## config.mk

```make
export PLATFORM = sky130hd
export DESIGN_NAME = llr_user_scheduler
export DESIGN_NICKNAME = d
export VERILOG_FILES = /design/src/rtl/llr_user_scheduler.sv
export SDC_FILE = /design/constraint.sdc
export NUM_CORES = 1
export LEC_CHECK = 0
export ABC_CLOCK_PERIOD_IN_PS = 2900
export CAP_MARGIN = 5
export CORE_MARGIN = 2
export CORE_UTILIZATION = 50
export DETAILED_ROUTE_END_ITERATION = 10
export PLACE_DENSITY = 0.68
export SLEW_MARGIN = 20
export SYNTH_ARGS = -nofsm -noshare
export SYNTH_HDL_FRONTEND = slang
export SYNTH_SLANG_ARGS = --single-unit
```

## constraint.sdc

```tcl
create_clock -name i_core_clk -period 2.9 [get_ports i_core_clk]
set_clock_uncertainty 0.1 [all_clocks]
set_input_delay 0.435 -clock i_core_clk [delete_from_list [all_inputs] [get_ports i_core_clk]]
set_output_delay 0.435 -clock i_core_clk [all_outputs]
set_load 0.02 [all_outputs]
```

## src/rtl/llr_user_scheduler.sv

```systemverilog
// Per-user job sequencer for the slow-PHY-to-LLR converter.
// Optional stats outputs under `define LLR_SCHED_STATS_EN.
module llr_user_scheduler #(
  parameter int QDEPTH     = 4,
  parameter int UID_W      = 8,
  parameter int TIMEOUT    = 4096,
  parameter int FSMRST_CYC = 2
) (
  input  logic             i_core_clk,
  input  logic             i_rx_rstn,
  input  logic             i_desc_valid,
  output logic             o_desc_ready,
  input  logic [15:0]      i_desc_re_amounts,
  input  logic [15:0]      i_desc_iq_noise_rate,
  input  logic [UID_W-1:0] i_desc_uid,
  output logic             o_conv_fsm_rstn,
  output logic [15:0]      o_conv_re_amounts,
  output logic [15:0]      o_conv_iq_noise_rate,
  input  logic             i_conv_strobe,
  output logic             o_busy,
  output logic             o_user_done,
  output logic             o_user_err,
`ifdef LLR_SCHED_STATS_EN
  output logic [31:0]      o_stat_users,
  output logic [15:0]      o_stat_errs,
  output logic [31:0]      o_stat_stall_cyc,
`endif
  output logic [UID_W-1:0] o_user_uid
);

  localparam int AW = (QDEPTH > 1) ? $clog2(QDEPTH) : 1;
  localparam int TW = (TIMEOUT > 1) ? $clog2(TIMEOUT) : 1;
  localparam int CW = (FSMRST_CYC > 1) ? $clog2(FSMRST_CYC) : 1;

  localparam logic [AW:0]   QFULL    = (AW+1)'(QDEPTH);
  localparam logic [TW-1:0] TMR_LAST = TW'(TIMEOUT - 1);
  localparam logic [CW-1:0] RC_LAST  = CW'(FSMRST_CYC - 1);

  typedef enum logic [1:0] {
    S_IDLE,
    S_CFGRST,
    S_RUN,
    S_DONE
  } state_t;

  logic [15:0]      re_mem   [QDEPTH];
  logic [15:0]      rate_mem [QDEPTH];
  logic [UID_W-1:0] uid_mem  [QDEPTH];

  logic [AW-1:0] wp_q, rp_q;
  logic [AW:0]   cnt_q;
  logic          full, empty, push, pop;

  logic [15:0]      head_re, head_rate, head_exp;
  logic [UID_W-1:0] head_uid;

  state_t           state_q, state_d;
  logic [CW-1:0]    rcyc_q, rcyc_d;
  logic [15:0]      stb_q, stb_d;
  logic [TW-1:0]    tmr_q, tmr_d;
  logic             err_q, err_d;
  logic [15:0]      exp_q;
  logic [15:0]      re_q, rate_q;
  logic [UID_W-1:0] uid_q;
  logic             rstn_q;

  assign full  = (cnt_q == QFULL);
  assign empty = (cnt_q == '0);
  assign pop   = (state_q == S_IDLE) & ~empty;

  assign o_desc_ready = ~full | pop;
  assign push         = i_desc_valid & o_desc_ready;

  assign head_re   = re_mem[rp_q];
  assign head_rate = rate_mem[rp_q];
  assign head_uid  = uid_mem[rp_q];
  // ceil(re/2) without a 17-bit intermediate
  assign head_exp  = {1'b0, head_re[15:1]} + {15'd0, head_re[0]};

  always_ff @(posedge i_core_clk) begin
    if (push) begin
      re_mem[wp_q]   <= i_desc_re_amounts;
      rate_mem[wp_q] <= i_desc_iq_noise_rate;
      uid_mem[wp_q]  <= i_desc_uid;
    end
  end

  always_ff @(posedge i_core_clk or negedge i_rx_rstn) begin
    if (!i_rx_rstn) begin
      wp_q  <= '0;
      rp_q  <= '0;
      cnt_q <= '0;
    end else begin
      if (push) wp_q <= wp_q + AW'(1);
      if (pop)  rp_q <= rp_q + AW'(1);
      unique case (1'b1)
        push & ~pop: cnt_q <= cnt_q + (AW+1)'(1);
        pop & ~push: cnt_q <= cnt_q - (AW+1)'(1);
        default: ;
      endcase
    end
  end

  always_comb begin
    state_d = state_q;
    rcyc_d  = rcyc_q;
    stb_d   = stb_q;
    tmr_d   = tmr_q;
    err_d   = err_q;
    unique case (state_q)
      S_IDLE: begin
        rcyc_d = '0;
        if (pop) state_d = S_CFGRST;
      end
      S_CFGRST: begin
        if (rcyc_q == RC_LAST) begin
          rcyc_d  = '0;
          state_d = (exp_q == 16'd0) ? S_DONE : S_RUN;
        end else begin
          rcyc_d = rcyc_q + CW'(1);
        end
      end
      S_RUN: begin
        if (i_conv_strobe) begin
          stb_d = stb_q + 16'd1;
          tmr_d = '0;
          if (stb_d == exp_q) state_d = S_DONE;
        end else begin
          tmr_d = tmr_q + TW'(1);
          if (tmr_d == TMR_LAST) begin
            state_d = S_DONE;
            err_d   = 1'b1;
          end
        end
      end
      S_DONE: begin
        stb_d   = '0;
        tmr_d   = '0;
        err_d   = 1'b0;
        state_d = S_IDLE;
      end
      default: state_d = S_IDLE;
    endcase
  end

  always_ff @(posedge i_core_clk or negedge i_rx_rstn) begin
    if (!i_rx_rstn) begin
      state_q <= S_IDLE;
      rcyc_q  <= '0;
      stb_q   <= '0;
      tmr_q   <= '0;
      err_q   <= 1'b0;
      exp_q   <= '0;
      re_q    <= '0;
      rate_q  <= '0;
      uid_q   <= '0;
      rstn_q  <= 1'b0;
    end else begin
      state_q <= state_d;
      rcyc_q  <= rcyc_d;
      stb_q   <= stb_d;
      tmr_q   <= tmr_d;
      err_q   <= err_d;
      rstn_q  <= (state_d != S_CFGRST);
      if (pop) begin
        exp_q  <= head_exp;
        re_q   <= head_re;
        rate_q <= head_rate;
        uid_q  <= head_uid;
      end
    end
  end

  assign o_conv_fsm_rstn      = rstn_q;
  assign o_conv_re_amounts    = re_q;
  assign o_conv_iq_noise_rate = rate_q;
  assign o_busy      = (state_q == S_CFGRST) | (state_q == S_RUN);
  assign o_user_done = (state_q == S_DONE);
  assign o_user_err  = o_user_done & err_q;
  assign o_user_uid  = o_user_done ? uid_q : '0;

`ifdef LLR_SCHED_STATS_EN
  logic [31:0] users_q, stall_q;
  logic [15:0] errs_q;

  always_ff @(posedge i_core_clk or negedge i_rx_rstn) begin
    if (!i_rx_rstn) begin
      users_q <= '0;
      errs_q  <= '0;
      stall_q <= '0;
    end else begin
      if (o_user_done) users_q <= users_q + 32'd1;
      if (o_user_err)  errs_q  <= errs_q + 16'd1;
      if ((state_q == S_RUN) & ~i_conv_strobe)
        stall_q <= stall_q + 32'd1;
    end
  end

  assign o_stat_users     = users_q;
  assign o_stat_errs      = errs_q;
  assign o_stat_stall_cyc = stall_q;
`endif

endmodule

```

==> results by group, run 1 <==
Drt
  – Aggregate routed wire length: 22.55 mm
  – Drt wl/cell: 18.39 um
  – First-pass iteration count of the detailed router: 4
  – 1st-iter DRT viols: 468
  – Drt drc: 0
  – Via count: 6834
  – Via density: 5.574
  – ANT nets after route: 0

Setup path
  – CP max FO: 7
  – Crit path capture type: primary output
  – Crit path DAT: 2.21 ns
  – Kind of critical path: reg2out
  – Critical path launch point type: flip-flop
  – CP required: 2.37 ns

Synthesis
  – Sequential fraction of the synthesis area: 64.88%
  – Ys async rst share: 37.50%
  – Cell area after synthesis: 0.01111 mm2
  – Post-Syn Nets: 892
  – Post-synthesis area per instance: 13.32 um2
  – Flops & latches, synth: 256
  – Synth Flop Type: edfxtp_1
  – EDFF count, synth: 160
  – Post-Synthesis Cells: about 830
  – Synth cell types: 63
  – Synth warnings: 0

Clock network
  – Worst-Skew Late Latency: 0.55 ns
  – Sink Count: 256
  – CTS buffer count: 27
  – Setup Buffers After CTS: 0
  – CTS tree: built
  – Htree depth: 1
  – CTS clock-pin slew for the worst setup and hold paths: ~0.06 ns
  – Root buffer cell: clkbuf_16
  – Max Root-Sink Buffers: 3

STA
  – Fmax: 364.4 MHz
  – Final setup TNS: 0 ns
  – Final hold violation count: 0
  – # setup viols final: 0
  – Slew @ Worst Pin: 0.7799 ns
  – Max-slew violation count: 0
  – Relative slew slack: 48.00%
  – RSZ-0062 raised after global routing: false
  – Post-route clock period utilization: roughly 95%
  – Minimum clock period: 2.744 ns

Final layout
  – Syn-to-layout area delta: 19.33%
  – Post-Route Utilization: just over 60%
  – Layout fillers: 1717
  – Most common cell after layout, fill and taps aside: nand2_1
  – Share of layout cells above drive strength 1: 13.00%
  – Final net count: 983
  – Most frequent cells in the layout: 172 x nand2_1, 160 x edfxtp_1, 94 x dfrtp_1
  – N_diodes: 0

Hold path
  – Worst hold path type: reg2reg

Global route
  – Initial antenna violation count: 0
  – First-pass GRT wire length: around 37 mm
  – Total gr overflow: 0
  – Total track usage: ~19%
  – Vias in the first global route: 6778
  – Largest net degree at the start of global routing: 75

Floorplan
  – Chip height: 153.1 um
  – Floorplan core area: between 0.02 and 0.025 mm2
  – Die Width: 153.1 um
  – Initial Utilization: 50.90%
  – # rows: 54
  – Die area: 0.02342 mm2
  – I/O Pins: 89

Pwr
  – Max VDD drop: 0.6624 mV
  – PD cells: 1059 mW/mm2
  – Leakage: 4.975 nW

Job
  – Maxcap violations: 0

Place
  – Port Buffers: 88
  – DP HPWL: between 10 and 15 mm
  – Placer Congestion: around 0.8

Status
  – Status: finished, final reports clean
power breakdown:
group          switching (W)  total [W]  internal, W
registers           0.000603    0.00553      0.00493
clock network        0.00139    0.00342      0.00203
logic                0.00288    0.00510      0.00221
Yosys cell counts (14+ instances only):
cell type	n	area, um2
edfxtp_1	160	4805
dfrtp_1	96	2402
nor3_1	17	85.08
nand2_1	172	645.6
a21oi_1	19	95.09
o21ai_0	41	205.2
mux4_2	40	900.9
inv_1	18	67.56
and2_1	16	100.1
nor2_1	22	82.58
buf_2	14	70.07
xnor2_1	23	201.4
clkbuf_1	25	93.84
critical path: stages (launching register included):
cell      delay (ns)
dfrtp_1         0.42
inv_1           0.10
ha_1            0.23
or4b_2          0.72
clkbuf_2        0.20
worst paths after layout:
kind | from | endpoint | slack [ns] | depth (start not counted)
worst max-delay path | state_q[0]$_DFF_PN0_ | o_desc_ready | 0.16 | 4
max in group asynchronous | i_rx_rstn | stb_q[4]$_DFFE_PN0P_ | 1.63 | 3
worst min-delay path | o_conv_iq_noise_rate[8]$_DFFE_PN0P_ | o_conv_iq_noise_rate[8]$_DFFE_PN0P_ | 0.37 | 2
min in group asynchronous | i_rx_rstn | exp_q[5]$_DFFE_PN0P_ | 0.38 | 2
worst max register to register | tmr_q[0]$_DFFE_PN0P_ | err_q$_DFFE_PN0P_ | 0.48 | 7
worst min register to register | o_conv_iq_noise_rate[8]$_DFFE_PN0P_ | o_conv_iq_noise_rate[8]$_DFFE_PN0P_ | 0.37 | 2
logic make-up after synthesis:
logic type               count (synthesis)  synth area share [%]
AND/OR/NAND/NOR                        303                 13.02
flip-flops                             256                 64.88
AO/OA/AOI/OAI                          115                 6.398
buffers and inverters                   66                 2.737
multiplexers                            45                 8.560
XOR/XNOR                                35                 2.760
adder cells (fa/ha/maj)                 14                 1.645
routing by layer:
metal,GRT usage (%),up-vias,routed length (um)
met5,0,-,0
met4,4.718,0,497
met3,3.629,38,1105
met2,31.36,144,10590
met1,27.55,3408,10360
li1,-,3244,-
layout make-up:
cell class | count | area, um2 | share of cell area, %
multi-input cells | 512 | 3616 | 27.28
flip-flops and latches | 256 | 7209 | 54.39
clock inverters | 12 | 153.9 | 1.161
inverters | 18 | 67.56 | 0.5097
well taps | 280 | 350.3 | 2.643
repair buffers | 110 | 1131 | 8.533
clock buffers | 38 | 726.9 | 5.484
sequential cells by signal (all words and copies together), names as in the netlist:
| name | flops |
|---|---|
| o_conv_re_amounts | 16 |
| err_q | 1 |
| tmr_q | 12 |
| o_conv_fsm_rstn | 1 |
| uid_q | 8 |
| uid_mem | 32 |
| rp_q | 2 |
| wp_q | 2 |
| state_q | 2 |
| exp_q | 16 |
| o_conv_iq_noise_rate | 16 |
| re_mem | 64 |
| stb_q | 16 |
| rate_mem | 64 |
| rcyc_q | 1 |
| cnt_q | 3 |
metrics by stage:
step	total power (W)	std cells	instance area, um2	hold slack (ns)	setup WS (ns)
6_report	0.01404	1226	13260	0.3717	0.1561
2_1_floorplan	0.008928	834	11110	0.03941	0.1478
3_5_place_dp	0.01074	1175	12370	0.3598	0.3414
4_1_cts	0.01421	1226	13260	0.3777	0.01598
5_1_grt	0.01490	1226	13260	0.3983	0.04852
3_3_place_gp	0.01065	1175	12370	0.3527	0.3607
what timing repair did:
action | 4_1_cts | 5_1_grt
hold endpoints to repair | 49 | 0
hold buffers | 1 | 0
pin swaps | 0 | 0
endpoints found under the setup margin | 1 | 2
gates cloned | 0 | 0
resized for setup | 2 | 2
Note: power is estimated with default switching activity, not from simulation.
==> inputs of run 2 (changes only) <==
Settings changed: REMOVE_ABC_BUFFERS set to 1.
==> run 2 against run 1 <==
Against the previous run:
- die area unchanged
- clock power about the same
- flip-flop and latch count unchanged
- sequential share of layout area increased by 0.12 points
- worst setup slack got worse by 0.042 ns
- worst hold slack got worse by 0.061 ns
- cell count increased by 0.16%
- combinational power decreased by 2%
- via count decreased by 0.73%
- register-to-register slack got worse by 0.03 ns
- utilization decreased by 0.14 points
- fmax decreased by 1.5%
- largest cell class unchanged
- highest routed layer unchanged
==> results by group, run 2 (synthesized netlist as in run 1, its figures left out) <==
Clock network
  – Setup Buffers After CTS: 0 (unchanged)
  – Worst-Skew Late Latency: 0.55 ns (about the same)
  – Max Root-Sink Buffers: 3 (unchanged)
  – Root buffer cell: clkbuf_16 (unchanged)
  – CTS buffer count: 26 (was 27)
  – CTS clock-pin slew for the worst setup and hold paths: 0.06 ns (about the same)
  – Htree depth: 1 (unchanged)
  – Sink Count: 256 (unchanged)
  – CTS tree: built (unchanged)

Setup path
  – Critical path launch point type: flip-flop (unchanged)
  – Reg2reg start: rp_q[1]$_DFFE_PN0P_ (was tmr_q[0]$_DFFE_PN0P_)
  – Crit path buf inv count: 2 (unchanged)
  – R2R Path End: exp_q[13]$_DFFE_PN0P_ (was err_q$_DFFE_PN0P_)
  – Critical-path cell list: inv_1, ha_1, or4b_4, dlygate4sd2_1 (was inv_1, ha_1, or4b_2, clkbuf_2)
  – R2r worst-path depth: 7 (unchanged)
  – Crit path largest cell delay: 0.56 ns (was 0.72 ns)
  – Crit path capture type: primary output (unchanged)
  – Kind of critical path: reg2out (unchanged)
  – CP required: 2.37 ns (about the same)
  – Crit path max-delay family: simple AND/OR/NAND/NOR gates (unchanged)
  – Crit path DAT: 2.25 ns (was 2.21 ns)
  – Reg2Reg Setup Slack: 0.45 ns (was 0.48 ns)
  – CP max FO: 7 (unchanged)
  – Crit path max-delay cell type: or4b_4 (was or4b_2)

Global route
  – Total gr overflow: 0 (unchanged)
  – Total track usage: 19.65% (was 19.38%)
  – Initial antenna violation count: 2 (was 0)
  – First-pass GRT wire length: 37.19 mm (was 36.64 mm)
  – Vias in the first global route: 7045 (was 6778)
  – Largest net degree at the start of global routing: 75 (unchanged)

Drt
  – 1st-iter DRT viols: 380 (was 468)
  – ANT nets after route: 0 (unchanged)
  – Drt wl/cell: 18.24 um (was 18.39 um)
  – Via density: 5.524 (was 5.574)
  – First-pass iteration count of the detailed router: 5 (was 4)
  – Drt drc: 0 (unchanged)
  – Aggregate routed wire length: 22.40 mm (was 22.55 mm)
  – Via count: 6784 (was 6834)

Final layout
  – Most frequent cells in the layout: 172 x nand2_1, 160 x edfxtp_1, 94 x dfrtp_1 (unchanged)
  – Final net count: 985 (was 983)
  – Post-Route Utilization: 60.60% (was 60.74%)
  – Top flop regs: rate_mem: 64 flops, re_mem: 64 flops, uid_mem: 32 flops (unchanged)
  – Share of layout cells above drive strength 1: 13.31% (was 13.00%)
  – Most common cell after layout, fill and taps aside: nand2_1 (unchanged)
  – Syn-to-layout area delta: 19.06% (was 19.33%)
  – Layout fillers: 1718 (was 1717)

Job
  – Maxcap violations: 0 (unchanged)

STA
  – Fmax: 358.9 MHz (was 364.4 MHz)
  – Relative slew slack: 46.34% (was 48.00%)
  – Final hold violation count: 0 (unchanged)
  – Final worst slack: 0.1139 ns (was 0.1561 ns)
  – Post-route clock period utilization: 96.07% (was 94.62%)
  – Slew @ Worst Pin: 0.8050 ns (was 0.7799 ns)
  – Max-slew violation count: 0 (unchanged)
  – Minimum clock period: 2.786 ns (was 2.744 ns)
  – # setup viols final: 0 (unchanged)
  – RSZ-0062 raised after global routing: false (unchanged)

Pwr
  – Leakage: 4.952 nW (was 4.975 nW)
  – Max VDD drop: 0.6930 mV (was 0.6624 mV)
  – PD cells: 1056 mW/mm2 (was 1059 mW/mm2)
  – Design Power: 0.01397 W (was 0.01404 W)

Floorplan
  – Die area: 0.02342 mm2 (unchanged)
  – I/O Pins: 89 (unchanged)
  – Initial Utilization: 50.90% (unchanged)
  – Chip height: 153.1 um (unchanged)
  – # rows: 54 (unchanged)
  – Die Width: 153.1 um (unchanged)
  – Floorplan core area: 0.02182 mm2 (unchanged)

Hold path
  – Worst hold path type: in2async (was reg2reg)

Place
  – Worst slack at placement: 0.2506 ns (was 0.3414 ns)
  – Placer Congestion: 0.8118 (was 0.7956)
  – DP HPWL: 14.31 mm (was 14.39 mm)
  – Port Buffers: 88 (unchanged)

Status
  – Status: finished, final reports clean (unchanged)
-- run 2: cell types whose count changed in the layout (fill, tap and decap cells not counted), moves of 2 or more --
cell      delta
clkbuf_1     -3
buf_12       -5
clkinv_2     +2
buf_4        +8
-- run 2: through the flow --
step / TNS, ns / hold slack (ns) / cells / area [um2]
finish: 0 / 0.3104 / 1228 / 13230
global route: 0 / 0.3590 / 1227 / 13220
CTS: 0 / 0.3308 / 1227 / 13220
detailed placement: 0 / 0.3188 / 1178 / 12330
global placement: 0 / 0.3107 / 1178 / 12330
floorplan: -7.759 / 0.03941 / 786 / 10870
-- run 2: area by class of cell --
| type | instances | area (um2) | area share (%) |
|---|---|---|---|
| repair buffers | 113 | 1092 | 8.259 |
| inverters | 18 | 67.56 | 0.5109 |
| multi-input cells | 512 | 3620 | 27.37 |
| clock buffers | 34 | 690.7 | 5.222 |
| well taps | 280 | 350.3 | 2.649 |
| diodes | 1 | 2.502 | 0.01892 |
| clock inverters | 14 | 192.7 | 1.457 |
| flip-flops and latches | 256 | 7209 | 54.51 |
-- run 2: routing by layer --
layer | share of wire, % | global-route usage (%) | up-vias
li1 | - | - | 3245
met1 | 44 | 26.45 | 3392
met2 | 50 | 33.76 | 117
met3 | 4.7 | 3.913 | 30
met4 | 1.6 | 3.704 | 0
met5 | 0 | 0 | -
-- run 2: report_power, final --
group	internal, W	switching, W
registers	0.00493	0.000597
logic	0.00215	0.00287
clock network	0.00204	0.00137
total	0.00913	0.00484
-- run 2: worst max path at each step --
| stage | start | to | slack [ns] | cells after the start |
|---|---|---|---|---|
| CTS | state_q[0]$_DFF_PN0_ | o_desc_ready | 0.1 | 4 |
| finish | state_q[0]$_DFF_PN0_ | o_desc_ready | 0.11 | 4 |
| global placement | state_q[0]$_DFF_PN0_ | o_desc_ready | 0.28 | 4 |
| detailed placement | state_q[0]$_DFF_PN0_ | o_desc_ready | 0.25 | 4 |
| floorplan | rp_q[0]$_DFFE_PN0P_ | exp_q[12]$_DFFE_PN0P_ | -0.57 | 7 |
| global route | state_q[0]$_DFF_PN0_ | o_desc_ready | 0.02 | 4 |
-- run 2: timing repair --
item	4_1_cts	5_1_grt
gates resized for setup	2	0
endpoints found under the setup margin	1	0
hold buffers	1	0
hold endpoints to repair	29	0
==> inputs of run 3 (changes only) <==
Settings changed: ABC_CLOCK_PERIOD_IN_PS 2900 to 3000, CAP_MARGIN 5 to not set.
Clock period 2.9 ns to 3 ns, I/O delays scaled along.
==> run 3 against run 2 <==
Against the previous run:
- die area stayed put
- global-route usage is 0.092 points higher
- design area is 0.30% lower
- register-to-register slack gained 0.08 ns
- via count barely moved
- largest cell class unchanged
- worst setup slack improved by 0.049 ns
- power down 4.0%
- first-iteration DRC count rose by 5.3%
- non-clock buffer count down 5
- flip-flop and latch count unchanged
- worst hold slack gained 0.060 ns
==> results by group, run 3 (synthesized netlist as in run 1, its figures left out) <==
Setup path
  – Reg2reg start: rp_q[1]$_DFFE_PN0P_ (unchanged)
  – Crit path DAT: 2.29 ns (was 2.25 ns)
  – Reg2Reg Setup Slack: 0.53 ns (was 0.45 ns)
  – Crit path capture type: primary output (unchanged)
  – R2r worst-path depth: 7 (unchanged)
  – Kind of critical path: reg2out (unchanged)
  – Critical path launch point type: flip-flop (unchanged)
  – CP max FO: 7 (unchanged)
  – CP required: 2.45 ns (was 2.37 ns)
  – R2R Path End: exp_q[14]$_DFFE_PN0P_ (was exp_q[13]$_DFFE_PN0P_)

Pwr
  – Leakage: 4.904 nW (was 4.952 nW)
  – Max VDD drop: 0.7756 mV (was 0.6930 mV)
  – Sw frac: 35.06% (was 34.63%)
  – Switch Pwr: 0.004699 W (was 0.004836 W)
  – PD cells: 1016 mW/mm2 (was 1056 mW/mm2)
  – Pint: 0.008703 W (was 0.009130 W)
  – Design Power: 0.01340 W (was 0.01397 W)
  – Clk pwr share: 23.7% (was 24.5%)
  – Comb power frac: 36.4% (was 35.9%)
  – Flop pwr share: 39.9% (was 39.6%)

Job
  – Maxcap violations: 0 (unchanged)

Final layout
  – Top flop regs: rate_mem: 64 flops, re_mem: 64 flops, uid_mem: 32 flops (unchanged)
  – Most common cell after layout, fill and taps aside: nand2_1 (unchanged)
  – Most frequent cells in the layout: 172 x nand2_1, 160 x edfxtp_1, 94 x dfrtp_1 (unchanged)
  – Syn-to-layout area delta: 18.70% (was 19.06%)
  – FF+latch area: 0.007209 mm2 (unchanged)
  – Area of the multi-input gates: 0.003622 mm2 (was 0.003620 mm2)
  – Share of layout cells above drive strength 1: 12.39% (was 13.31%)
  – Final net count: 981 (was 985)
  – Layout fillers: 1721 (was 1718)

Global route
  – Total track usage: 19.74% (was 19.65%)
  – First-pass GRT wire length: 37.14 mm (was 37.19 mm)
  – Largest net degree at the start of global routing: 75 (unchanged)
  – Vias in the first global route: 6980 (was 7045)
  – Total gr overflow: 0 (unchanged)
  – Initial antenna violation count: 1 (was 2)

STA
  – Final hold violation count: 0 (unchanged)
  – Post-route clock period utilization: 94.56%
  – Fmax: 352.5 MHz
  – # setup viols final: 0 (unchanged)
  – Minimum clock period: 2.837 ns
  – Max-slew violation count: 0 (unchanged)
  – Relative slew slack: 48.78% (was 46.34%)
  – Hold Slack: 0.3700 ns (was 0.3104 ns)
  – RSZ-0062 raised after global routing: false (unchanged)
  – Slew @ Worst Pin: 0.7683 ns (was 0.8050 ns)
  – Final setup TNS: 0 ns (unchanged)

Place
  – Port Buffers: 88 (unchanged)
  – Placer Congestion: 0.8192 (was 0.8118)
  – DP HPWL: 14.62 mm (was 14.31 mm)

Floorplan
  – Die area: 0.02342 mm2 (unchanged)
  – Initial Utilization: 50.90% (unchanged)
  – Die Width: 153.1 um (unchanged)
  – Floorplan core area: 0.02182 mm2 (unchanged)
  – Chip height: 153.1 um (unchanged)
  – I/O Pins: 89 (unchanged)
  – # rows: 54 (unchanged)

Clock network
  – Root buffer cell: clkbuf_16 (unchanged)
  – Sink Count: 256 (unchanged)
  – Worst-Skew Late Latency: 0.55 ns (about the same)
  – CTS tree: built (unchanged)
  – Htree depth: 1 (unchanged)
  – CTS buffer count: 27 (was 26)
  – Max Root-Sink Buffers: 3 (unchanged)
  – CTS clock-pin slew for the worst setup and hold paths: 0.06 ns (about the same)
  – Setup Buffers After CTS: 0 (unchanged)

Hold path
  – Hold path cells: 2
  – Hold-critical path endpoint: uid_q[4]$_DFFE_PN0P_
  – Worst Hold Launch: uid_q[4]$_DFFE_PN0P_
  – Worst hold path type: reg2reg (was in2async)

Drt
  – ANT nets after route: 0 (unchanged)
  – Drt drc: 0 (unchanged)
  – Via count: 6780 (was 6784)
  – 1st-iter DRT viols: 400 (was 380)
  – Via density: 5.535 (was 5.524)
  – First-pass iteration count of the detailed router: 7 (was 5)
  – Drt wl/cell: 18.41 um (was 18.24 um)
  – Aggregate routed wire length: 22.55 mm (was 22.40 mm)

Status
  – Status: finished, final reports clean (unchanged)
## run 3: cell types whose count changed in the layout (fill, tap and decap cells not counted), sizes merged
cell,change
buf,-5
bufinv,-2
clkinvlp,+2
clkbuf,+1
inv,+1
## run 3: worst max-delay path, stage by stage (launching register included)
cell	delay, ns
dfrtp_1	0.43
inv_1	0.11
ha_1	0.30
or4b_4	0.56
dlygate4sd2_1	0.35
## run 3: area by class of cell
class,count,share of cell area [%]
Tap cell,280,2.657
Multi-Input combinational cell,512,27.47
Clock buffer,35,5.352
Inverter,18,0.5124
Clock inverter,15,1.025
Timing Repair Buffer,108,8.284
Antenna cell,1,0.01898
Sequential cell,256,54.68
## run 3: power groups by stage
stage	Clock, W	Combinational (W)	Sequential [W]
after global routing	0.00337	0.00544	0.00545
after CTS	0.00324	0.00497	0.00536
final	0.00317	0.00488	0.00535
after global placement	0	0.00485	0.00537
after floorplan	0	0.00285	0.00566
after detailed placement	0	0.00495	0.00541
## run 3: what timing repair did
| item | 4_1_cts | 5_1_grt |
|---|---|---|
| endpoints found under the hold margin | 46 | 0 |
| hold buffers | 1 | 0 |
| gates resized for setup | 3 | 0 |
| endpoints found under the setup margin | 3 | 0 |
## run 3: routing by layer
layer | wire length [um] | GRT usage [%]
met1 | 9929 | 26.91
met2 | 11130 | 33.55
met3 | 913 | 3.090
met4 | 576 | 5.026
met5 | 0 | 0
## run 3: worst max-delay path by stage
stage | start | to | slack (ns) | depth (start not counted)
finish | state_q[0]$_DFF_PN0_ | o_desc_ready | 0.16 | 4
global route | state_q[0]$_DFF_PN0_ | o_user_err | 0.06 | 4
CTS | state_q[0]$_DFF_PN0_ | o_user_err | 0.14 | 4
detailed placement | state_q[0]$_DFF_PN0_ | o_desc_ready | 0.31 | 4
global placement | state_q[0]$_DFF_PN0_ | o_desc_ready | 0.36 | 4
floorplan | rp_q[0]$_DFFE_PN0P_ | exp_q[12]$_DFFE_PN0P_ | -0.47 | 7
## run 3: through the flow
step | setup slack, ns | cells | util (%) | instance area (um2)
CTS | 0.1411 | 1224 | 60.41 | 13180
finish | 0.1631 | 1225 | 60.42 | 13190
floorplan | -0.4667 | 786 | - | 10870
global placement | 0.3584 | 1173 | 56.48 | 12330
detailed placement | 0.3141 | 1173 | 56.48 | 12330
global route | 0.05514 | 1224 | 60.41 | 13180
